===== src/rtl/reservation_station.sv =====
// Tomasulo reservation station: holds issued ops until both operands are valid, wakes them from the
// CDB and dispatches the oldest ready entry. Define RS_CDB_BYPASS_EN for zero-latency CDB wake-up.
module reservation_station #(
    parameter int unsigned DEPTH = 4,
    parameter int unsigned TAG_W = 4
) (
    input  logic             clk,
    input  logic             rst_n,
    input  logic             flush,

    input  logic             issue_valid,
    output logic             issue_ready,
    input  logic [2:0]       issue_unit,
    input  logic [9:0]       issue_op,
    input  logic [31:0]      issue_pc_plus4,
    input  logic [31:0]      issue_rdm,
    input  logic [TAG_W-1:0] issue_tag,
    input  logic             issue_qj_busy,
    input  logic             issue_qk_busy,
    input  logic [TAG_W-1:0] issue_qj,
    input  logic [TAG_W-1:0] issue_qk,
    input  logic [31:0]      issue_vj,
    input  logic [31:0]      issue_vk,

    input  logic             cdb_valid,
    input  logic [TAG_W-1:0] cdb_tag,
    input  logic [31:0]      cdb_value,

    output logic             disp_valid,
    input  logic             disp_ready,
    output logic [2:0]       disp_unit,
    output logic [9:0]       disp_op,
    output logic [31:0]      disp_pc_plus4,
    output logic [31:0]      disp_rdm,
    output logic [31:0]      disp_vj,
    output logic [31:0]      disp_vk,
    output logic [TAG_W-1:0] disp_tag
);

    localparam int unsigned IDX_W = (DEPTH > 1) ? $clog2(DEPTH) : 1;

    logic [DEPTH-1:0] busy_q, busy_d;
    logic [DEPTH-1:0] qj_busy_q, qj_busy_d;
    logic [DEPTH-1:0] qk_busy_q, qk_busy_d;
    logic [2:0]       unit_q [DEPTH];
    logic [2:0]       unit_d [DEPTH];
    logic [9:0]       op_q   [DEPTH];
    logic [9:0]       op_d   [DEPTH];
    logic [31:0]      pc_q   [DEPTH];
    logic [31:0]      pc_d   [DEPTH];
    logic [31:0]      rdm_q  [DEPTH];
    logic [31:0]      rdm_d  [DEPTH];
    logic [TAG_W-1:0] tag_q  [DEPTH];
    logic [TAG_W-1:0] tag_d  [DEPTH];
    logic [TAG_W-1:0] qj_q   [DEPTH];
    logic [TAG_W-1:0] qj_d   [DEPTH];
    logic [TAG_W-1:0] qk_q   [DEPTH];
    logic [TAG_W-1:0] qk_d   [DEPTH];
    logic [31:0]      vj_q   [DEPTH];
    logic [31:0]      vj_d   [DEPTH];
    logic [31:0]      vk_q   [DEPTH];
    logic [31:0]      vk_d   [DEPTH];
    // older_q[a][b] set means entry a was issued before entry b
    logic [DEPTH-1:0] older_q [DEPTH];
    logic [DEPTH-1:0] older_d [DEPTH];

    logic [DEPTH-1:0] cdb_hit_j, cdb_hit_k;
    logic [DEPTH-1:0] ready, sel_oh;
    logic [IDX_W-1:0] free_idx;
    logic             free_found;
    logic             issue_fire, disp_fire;
    logic             issue_cap_j, issue_cap_k;

    always_comb begin
        for (int i = 0; i < DEPTH; i++) begin
            cdb_hit_j[i] = cdb_valid && busy_q[i] && qj_busy_q[i] && (qj_q[i] == cdb_tag);
            cdb_hit_k[i] = cdb_valid && busy_q[i] && qk_busy_q[i] && (qk_q[i] == cdb_tag);
`ifdef RS_CDB_BYPASS_EN
            ready[i] = busy_q[i] && (!qj_busy_q[i] || cdb_hit_j[i])
                                 && (!qk_busy_q[i] || cdb_hit_k[i]);
`else
            ready[i] = busy_q[i] && !qj_busy_q[i] && !qk_busy_q[i];
`endif
        end
    end

    // An entry is selected when no other ready entry is older than it.
    always_comb begin
        for (int i = 0; i < DEPTH; i++) begin
            sel_oh[i] = ready[i];
            for (int j = 0; j < DEPTH; j++) begin
                if (j != i && ready[j] && older_q[j][i]) begin
                    sel_oh[i] = 1'b0;
                end
            end
        end
    end

    assign disp_valid = |ready;

    always_comb begin
        disp_unit     = '0;
        disp_op       = '0;
        disp_pc_plus4 = '0;
        disp_rdm      = '0;
        disp_vj       = '0;
        disp_vk       = '0;
        disp_tag      = '0;
        for (int i = 0; i < DEPTH; i++) begin
            if (sel_oh[i]) begin
                disp_unit     = unit_q[i];
                disp_op       = op_q[i];
                disp_pc_plus4 = pc_q[i];
                disp_rdm      = rdm_q[i];
                disp_tag      = tag_q[i];
`ifdef RS_CDB_BYPASS_EN
                disp_vj       = cdb_hit_j[i] ? cdb_value : vj_q[i];
                disp_vk       = cdb_hit_k[i] ? cdb_value : vk_q[i];
`else
                disp_vj       = vj_q[i];
                disp_vk       = vk_q[i];
`endif
            end
        end
    end

    always_comb begin
        free_found = 1'b0;
        free_idx   = '0;
        for (int i = 0; i < DEPTH; i++) begin
            if (!busy_q[i] && !free_found) begin
                free_found = 1'b1;
                free_idx   = IDX_W'(i);
            end
        end
    end

    assign issue_ready = ~&busy_q;
    assign issue_fire  = issue_valid && issue_ready && !flush;
    assign disp_fire   = disp_valid && disp_ready;
    assign issue_cap_j = issue_qj_busy && cdb_valid && (issue_qj == cdb_tag);
    assign issue_cap_k = issue_qk_busy && cdb_valid && (issue_qk == cdb_tag);

    always_comb begin
        busy_d    = busy_q;
        qj_busy_d = qj_busy_q;
        qk_busy_d = qk_busy_q;
        unit_d    = unit_q;
        op_d      = op_q;
        pc_d      = pc_q;
        rdm_d     = rdm_q;
        tag_d     = tag_q;
        qj_d      = qj_q;
        qk_d      = qk_q;
        vj_d      = vj_q;
        vk_d      = vk_q;
        older_d   = older_q;

        for (int i = 0; i < DEPTH; i++) begin
            if (cdb_hit_j[i]) begin
                qj_busy_d[i] = 1'b0;
                vj_d[i]      = cdb_value;
            end
            if (cdb_hit_k[i]) begin
                qk_busy_d[i] = 1'b0;
                vk_d[i]      = cdb_value;
            end
            if (disp_fire && sel_oh[i]) begin
                busy_d[i] = 1'b0;
            end
        end

        if (issue_fire) begin
            busy_d[free_idx]    = 1'b1;
            unit_d[free_idx]    = issue_unit;
            op_d[free_idx]      = issue_op;
            pc_d[free_idx]      = issue_pc_plus4;
            rdm_d[free_idx]     = issue_rdm;
            tag_d[free_idx]     = issue_tag;
            qj_d[free_idx]      = issue_qj;
            qk_d[free_idx]      = issue_qk;
            qj_busy_d[free_idx] = issue_qj_busy && !issue_cap_j;
            qk_busy_d[free_idx] = issue_qk_busy && !issue_cap_k;
            vj_d[free_idx]      = issue_cap_j ? cdb_value :
                                  (issue_qj_busy ? '0 : issue_vj);
            vk_d[free_idx]      = issue_cap_k ? cdb_value :
                                  (issue_qk_busy ? '0 : issue_vk);
            // Newest entry: younger than every other slot.
            older_d[free_idx] = '0;
            for (int j = 0; j < DEPTH; j++) begin
                if (IDX_W'(j) != free_idx) begin
                    older_d[j][free_idx] = 1'b1;
                end
            end
        end

        if (flush) begin
            busy_d = '0;
        end
    end

    always_ff @(posedge clk or negedge rst_n) begin
        if (!rst_n) begin
            busy_q    <= '0;
            qj_busy_q <= '0;
            qk_busy_q <= '0;
            for (int i = 0; i < DEPTH; i++) begin
                unit_q[i]  <= '0;
                op_q[i]    <= '0;
                pc_q[i]    <= '0;
                rdm_q[i]   <= '0;
                tag_q[i]   <= '0;
                qj_q[i]    <= '0;
                qk_q[i]    <= '0;
                vj_q[i]    <= '0;
                vk_q[i]    <= '0;
                older_q[i] <= '0;
            end
        end else begin
            busy_q    <= busy_d;
            qj_busy_q <= qj_busy_d;
            qk_busy_q <= qk_busy_d;
            unit_q    <= unit_d;
            op_q      <= op_d;
            pc_q      <= pc_d;
            rdm_q     <= rdm_d;
            tag_q     <= tag_d;
            qj_q      <= qj_d;
            qk_q      <= qk_d;
            vj_q      <= vj_d;
            vk_q      <= vk_d;
            older_q   <= older_d;
        end
    end

endmodule


===== config.mk =====
export PLATFORM = sky130hd
export DESIGN_NAME = reservation_station
export DESIGN_NICKNAME = d
export VERILOG_FILES = /design/src/rtl/reservation_station.sv
export SDC_FILE = /design/constraint.sdc
export NUM_CORES = 2
export LEC_CHECK = 0
export ABC_CLOCK_PERIOD_IN_PS = 5500
export BUFFER_PORTS_ARGS = -buffer_cell sky130_fd_sc_hd__buf_2
export CAP_MARGIN = 20
export CELL_PAD_IN_SITES_DETAIL_PLACEMENT = 1
export CELL_PAD_IN_SITES_GLOBAL_PLACEMENT = 1
export CORE_UTILIZATION = 48
export CTS_CLUSTER_DIAMETER = 200
export DETAILED_ROUTE_END_ITERATION = 6
export PLACE_DENSITY = 0.83
export SYNTH_ARGS = -nofsm -noshare
export SYNTH_HDL_FRONTEND = slang
export SYNTH_SLANG_ARGS = --single-unit

===== constraint.sdc =====
create_clock -name clk -period 5.5 [get_ports clk]
set_clock_uncertainty 0.15 [all_clocks]
set_input_delay 1.375 -clock clk [delete_from_list [all_inputs] [get_ports clk]]
set_output_delay 1.375 -clock clk [all_outputs]
set_load 0.01 [all_outputs]

Yosys cells after proc, flatten, opt, wreduce, memory -nomap -nowiden
Cells that the tools add are included.
Widths: inputs -> output; s select.
{ "word_totals": {"inputBits": 197, "word_cells": 247, "output_inout_bits": 147, "ff_bits": 640} }
{ "classes": {"n_reduce_logical": 78, "muxes": 101, "bitwise_logic": 8, "n_lt_le_gt_ge": 4, "n_eq_ne": 13} }
{ "op_table": {"columns": ["operator", "n"], "rows": [
  ["$mux 32", 29],
  ["$bwmux 128", 4],
  ["$mux 128", 2],
  ["$demux 32 s2", 1],
  ["$logic_and 1x1->1", 58],
  ["$mux 4", 13],
  ["$mux 10", 5],
  ["$bwmux 16", 3],
  ["$bwmux 40", 1],
  ["$eq 4x4->1", 10],
  ["$mux 1", 29],
  ["$demux 10 s2", 1],
  ["$or 4x4->4", 5],
  ["$logic_not 1->1", 17],
  ["$and 16x16->16", 1],
  ["$not 16->16", 1],
  ["$mux 3", 5],
  ["$bwmux 12", 1],
  ["$bwmux 4", 2],
  ["$demux 4 s2", 1],
  ["$demux 3 s2", 1],
  ["$mux 2", 2],
  ["$ne 2x2->1 const A", 2],
  ["$reduce_and 4->1", 1],
  ["9 further kinds", 9]
]} }

Depth between registers and ports, before layout
{ "logic_depth": {"ltp_word": 18, "depth_mapped": 8, "depth_no_buf": 5} }

Worst setup path after synthesis
Ideal clock, no wire load.
{ "synth_timing": {"kind": "register -> output", "from": "register qk_busy_q[1]", "to": "output disp_vj[0]", "t_required_ps": 3975, "t_arrival_ps": 1986, "path_slack_ps": 1989, "path_stages_with_launch": 7, "n_path_buf": 2, "path_cell_list": "dfrtp_1 -> or3b_1 -> a2111oi_4 -> buf_2 -> buf_1 -> a221oi_1 -> o21ai_1"} }
{ "synth_via": {"elab_chain_cells": 10, "word_cells_on_any_way": 19, "cone_classes": "14 x mux; 5 x reduce/logical"} }
{ "synth_rtl": {"columns": ["item", "line", "rtl"], "rows": [
  ["start, declared", "44", "logic [DEPTH-1:0] qk_busy_q, qk_busy_d;"],
  ["start signal, assigned", "222", "qk_busy_q <= qk_busy_d;"],
  ["$logic_not 1->1 *", "82", "ready[i] = busy_q[i] && !qj_busy_q[i] && !qk_busy_q[i];"],
  ["$logic_and 1x1->1 *", "82", null],
  ["$logic_and 1x1->1", "92", "if (j != i && ready[j] && older_q[j][i]) begin"],
  ["$mux 1 (3 in series)", "92", null],
  ["$mux 32 (3 in series)", "110", "if (sel_oh[i]) begin"],
  ["$mux 32 *", "110", null],
  ["end, declared", "35", "output logic [31:0] disp_vj,"]
]} }
Every way passes the cells marked *; elsewhere a longest branch is shown, timed or not.

Final worst setup path
{ "layout_timing": {"from": "register busy_q[1]", "to": "output disp_pc_plus4[24]"} }
{ "layout_via": {"elab_chain_cells": 10, "word_cells_on_any_way": 19, "cone_classes": "14 x mux; 5 x reduce/logical"} }
{ "layout_rtl": {"columns": ["item", "line", "rtl"], "rows": [
  ["start, declared", "42", "logic [DEPTH-1:0] busy_q, busy_d;"],
  ["start signal, assigned", "220", "busy_q <= busy_d;"],
  ["$logic_and 1x1->1 * (2 in series)", "82", null],
  ["$logic_and 1x1->1", "92", null],
  ["$mux 1 (3 in series)", "92", null],
  ["$mux 32 (3 in series)", "110", null],
  ["$mux 32 *", "110", null],
  ["end, declared", "33", "output logic [31:0] disp_pc_plus4,"]
]} }
Marked as above.

==> run summary <==
final period utilization: 94.6%
Final Setup Violations: 0
Worst R2R Start: busy_q[0]
ranking of synthesized cells by area: dfrtp_1 52%, nand2_1 15%, a221o_1 4.1%
Final nets: 3829
most frequent cells in the layout: 1232 x nand2_1, 636 x dfrtp_1, 342 x buf_2, 244 x nor2_1, 165 x o21ai_0
Final Hold Violating Endpoints: 0
Avg Synthesized Cell Area: 8.83 um2
first-pass GRT wire length: 182000 um
Slew headroom: 26.5%
Critical Path Max Stage Delay: 0.66 ns
Critical Path Fanout Max: 79
Slew Limit Fails: 0
Hold Path Class: register to register
die width: 254 um
vias in the first global route: 31239
vias post-DR: 28667
r2r setup slk: 2.05 ns
TritonCTS Buffers: 73
top cell type's share of synthesized area: 52.0%
Post-DRT Antenna Nets: 0
area of the multi-input gates: 13400 um2
Setup CP Type: register to output port
fillcell total: 7365
CTS clk-pin slew, worst paths: 0.06 ns
Post-synth EDFFs: 0
global-route total usage across every layer: 36.6%
Power per Cell Area: 355 nW/um2
number of warning messages in the yosys log: 0
Power, Total: 12.5 mW
number of buffers on the longest clock path: 3
Worst Hold Depth: 2
Core ar.: 63100 um2
Via-to-Cell Ratio: 6.30
H-tree depth: 3
hold buffers post-CTS: 0
RSZ-0062 raised after global routing: false
Leakage: 18.0 nW
Clock Latency Late Sink: 0.62 ns
Area Growth Syn to Fin: 15.6%
Critical Path End Type: output port
synthesized instance count: 3464
Die ar.: 64700 um2
status: complete, no violations
Syn Std Cell Area: 30600 um2
Worst Reg-to-Reg Cells: 6
Peak Freq: 192 MHz
Pre-antenna DRT Iters: 6
sequential-to-total area share from yosys stat: 52.0%
Yosys top cell by area: dfrtp_1
worst-margin pin slew: 1.10 ns
Hold EP: rdm_q[53]
Clock Sinks: 636
effective utilization at floorplan: 48.5%
# DRC: 0
routability cong.: 0.862
Worst Min Path Start: rdm_q[53]
setup TNS: 0 ns
required time worst endpoint: 3.97 ns
die height: 254 um
maximum vdd drop: 261 uV
dpl hpwl: 68300 um
register area: 15900 um2
Crit Reg-Reg Endpoint: rdm_q[12]
worst-path cell with the longest stage delay: dfrtp_1
pin count of the biggest net entering global routing: 106
root cell of the clock tree: clkbuf_16
grt ovf: 0
commonest non-fill, non-tap cell in the layout: nand2_1
Arrival @ worst endpoint: 3.68 ns
Distinct cells, synth: 51
asr flop ratio synth: 100%
Max Cap Violations: 0
CTS tree: yes
share of cells above drive strength 1: 16.1%
ys flop type: dfrtp_1
# rows: 92
final worst path period need: 5.21 ns
Post-Route WL: 119000 um
Mapped Nets: 3661
#FFs+latches synth: 636
WL per Instance: 26.1 um
Post-CTS Setup Inserts: 0
crit path launch type: register
I/O pins: 344
initial antenna violation count: 23
initial drt markers: 2762
post_cts resized: 0
worst path cell trace: or3b_1 > a2111oi_4 > nor4b_4 > buf_12 > a221oi_2 > o21ai_1 > buf_2
IO buf count: 343
-- metal layers --
metal | vias up | part of all wire, % | track usage (%)
met2 | 1317 | 49 | 61.5
met1 | 14855 | 39 | 44.9
met4 | 22 | 4.3 | 18.4
met3 | 318 | 7.3 | 7.17
met5 | - | 0.13 | 0
li1 | 12155 | - | -
-- worst max-delay path, delay by kind of cell (launching register included) --
kind,cells,cell delay (ns)
buffers and inverters,2,0.39
flip-flops,1,0.66
AND/OR/NAND/NOR,2,0.61
AO/OA/AOI/OAI,3,1.18
-- synthesized netlist by cell type, types with 27 or more instances --
master / instances
nand2b_1: 38
o21ai_1: 149
a221oi_1: 122
a211oi_1: 44
xor2_1: 27
dfrtp_1: 636
clkbuf_1: 226
a221oi_2: 50
nor2_1: 249
nor3_1: 58
o21ai_0: 165
nand2_1: 1233
mux2i_1: 100
a221o_1: 124
nor2b_1: 30
buf_2: 52
a21oi_1: 49
-- flip-flops by register name, indices dropped and copies added (netlist names), 12 cells and up, named ones only --
name,count
unit_q,12
rdm_q,128
qk_q,16
tag_q,16
qj_q,16
pc_q,128
vk_q,128
op_q,40
vj_q,128
-- cell type report --
class / instances / area share [%]
diodes: 13 / 0.0920
repair buffers: 405 / 6.84
flip-flops and latches: 636 / 45.0
clock inverters: 19 / 0.786
multi-input cells: 2511 / 38.0
clock buffers: 112 / 6.23
inverters: 5 / 0.0531
well taps: 846 / 2.99
-- cells by family after synthesis --
kind of cell | Yosys count | synth area share [%]
mux | 100 | 3.27
buf+inv | 317 | 4.43
compound gates | 717 | 17.5
simple gates | 1657 | 21.7
xor+xnor | 37 | 1.06
flops | 636 | 52.0
-- worst max-delay path by stage --
stage	from	end	slack (ns)	cells past startpoint
floorplan	qk_busy_q[1]	disp_vj[0]	1.99	6
global placement	busy_q[0]	disp_vj[11]	1.17	7
detailed placement	busy_q[1]	disp_vk[15]	1.07	6
CTS	busy_q[3]	disp_vk[31]	0.39	7
global route	busy_q[0]	disp_vj[1]	0.21	7
finish	busy_q[1]	disp_pc_plus4[24]	0.29	7
-- where the power goes --
group	internal (mW)	leakage (nW)	switching [mW]	total, mW
clock	3.09	1.22	2.03	5.12
sequential	5.32	8.37	0.441	5.76
combinational	0.640	8.41	1.03	1.67
-- through the flow --
stage / hold WS (ns) / cells / setup WS [ns] / utilization [%] / instance area, um2
finish: 0.323 / 4547 / 0.295 / 56.0 / 35400
global placement: 0.302 / 4403 / 1.17 / 52.1 / 32800
CTS: 0.324 / 4534 / 0.391 / 56.0 / 35300
detailed placement: 0.310 / 4403 / 1.07 / 52.1 / 32800
floorplan: 0.289 / 3464 / 1.99 / - / 30600
global route: 0.338 / 4545 / 0.206 / 56.0 / 35300
Note: power is estimated with default switching activity, not from simulation.
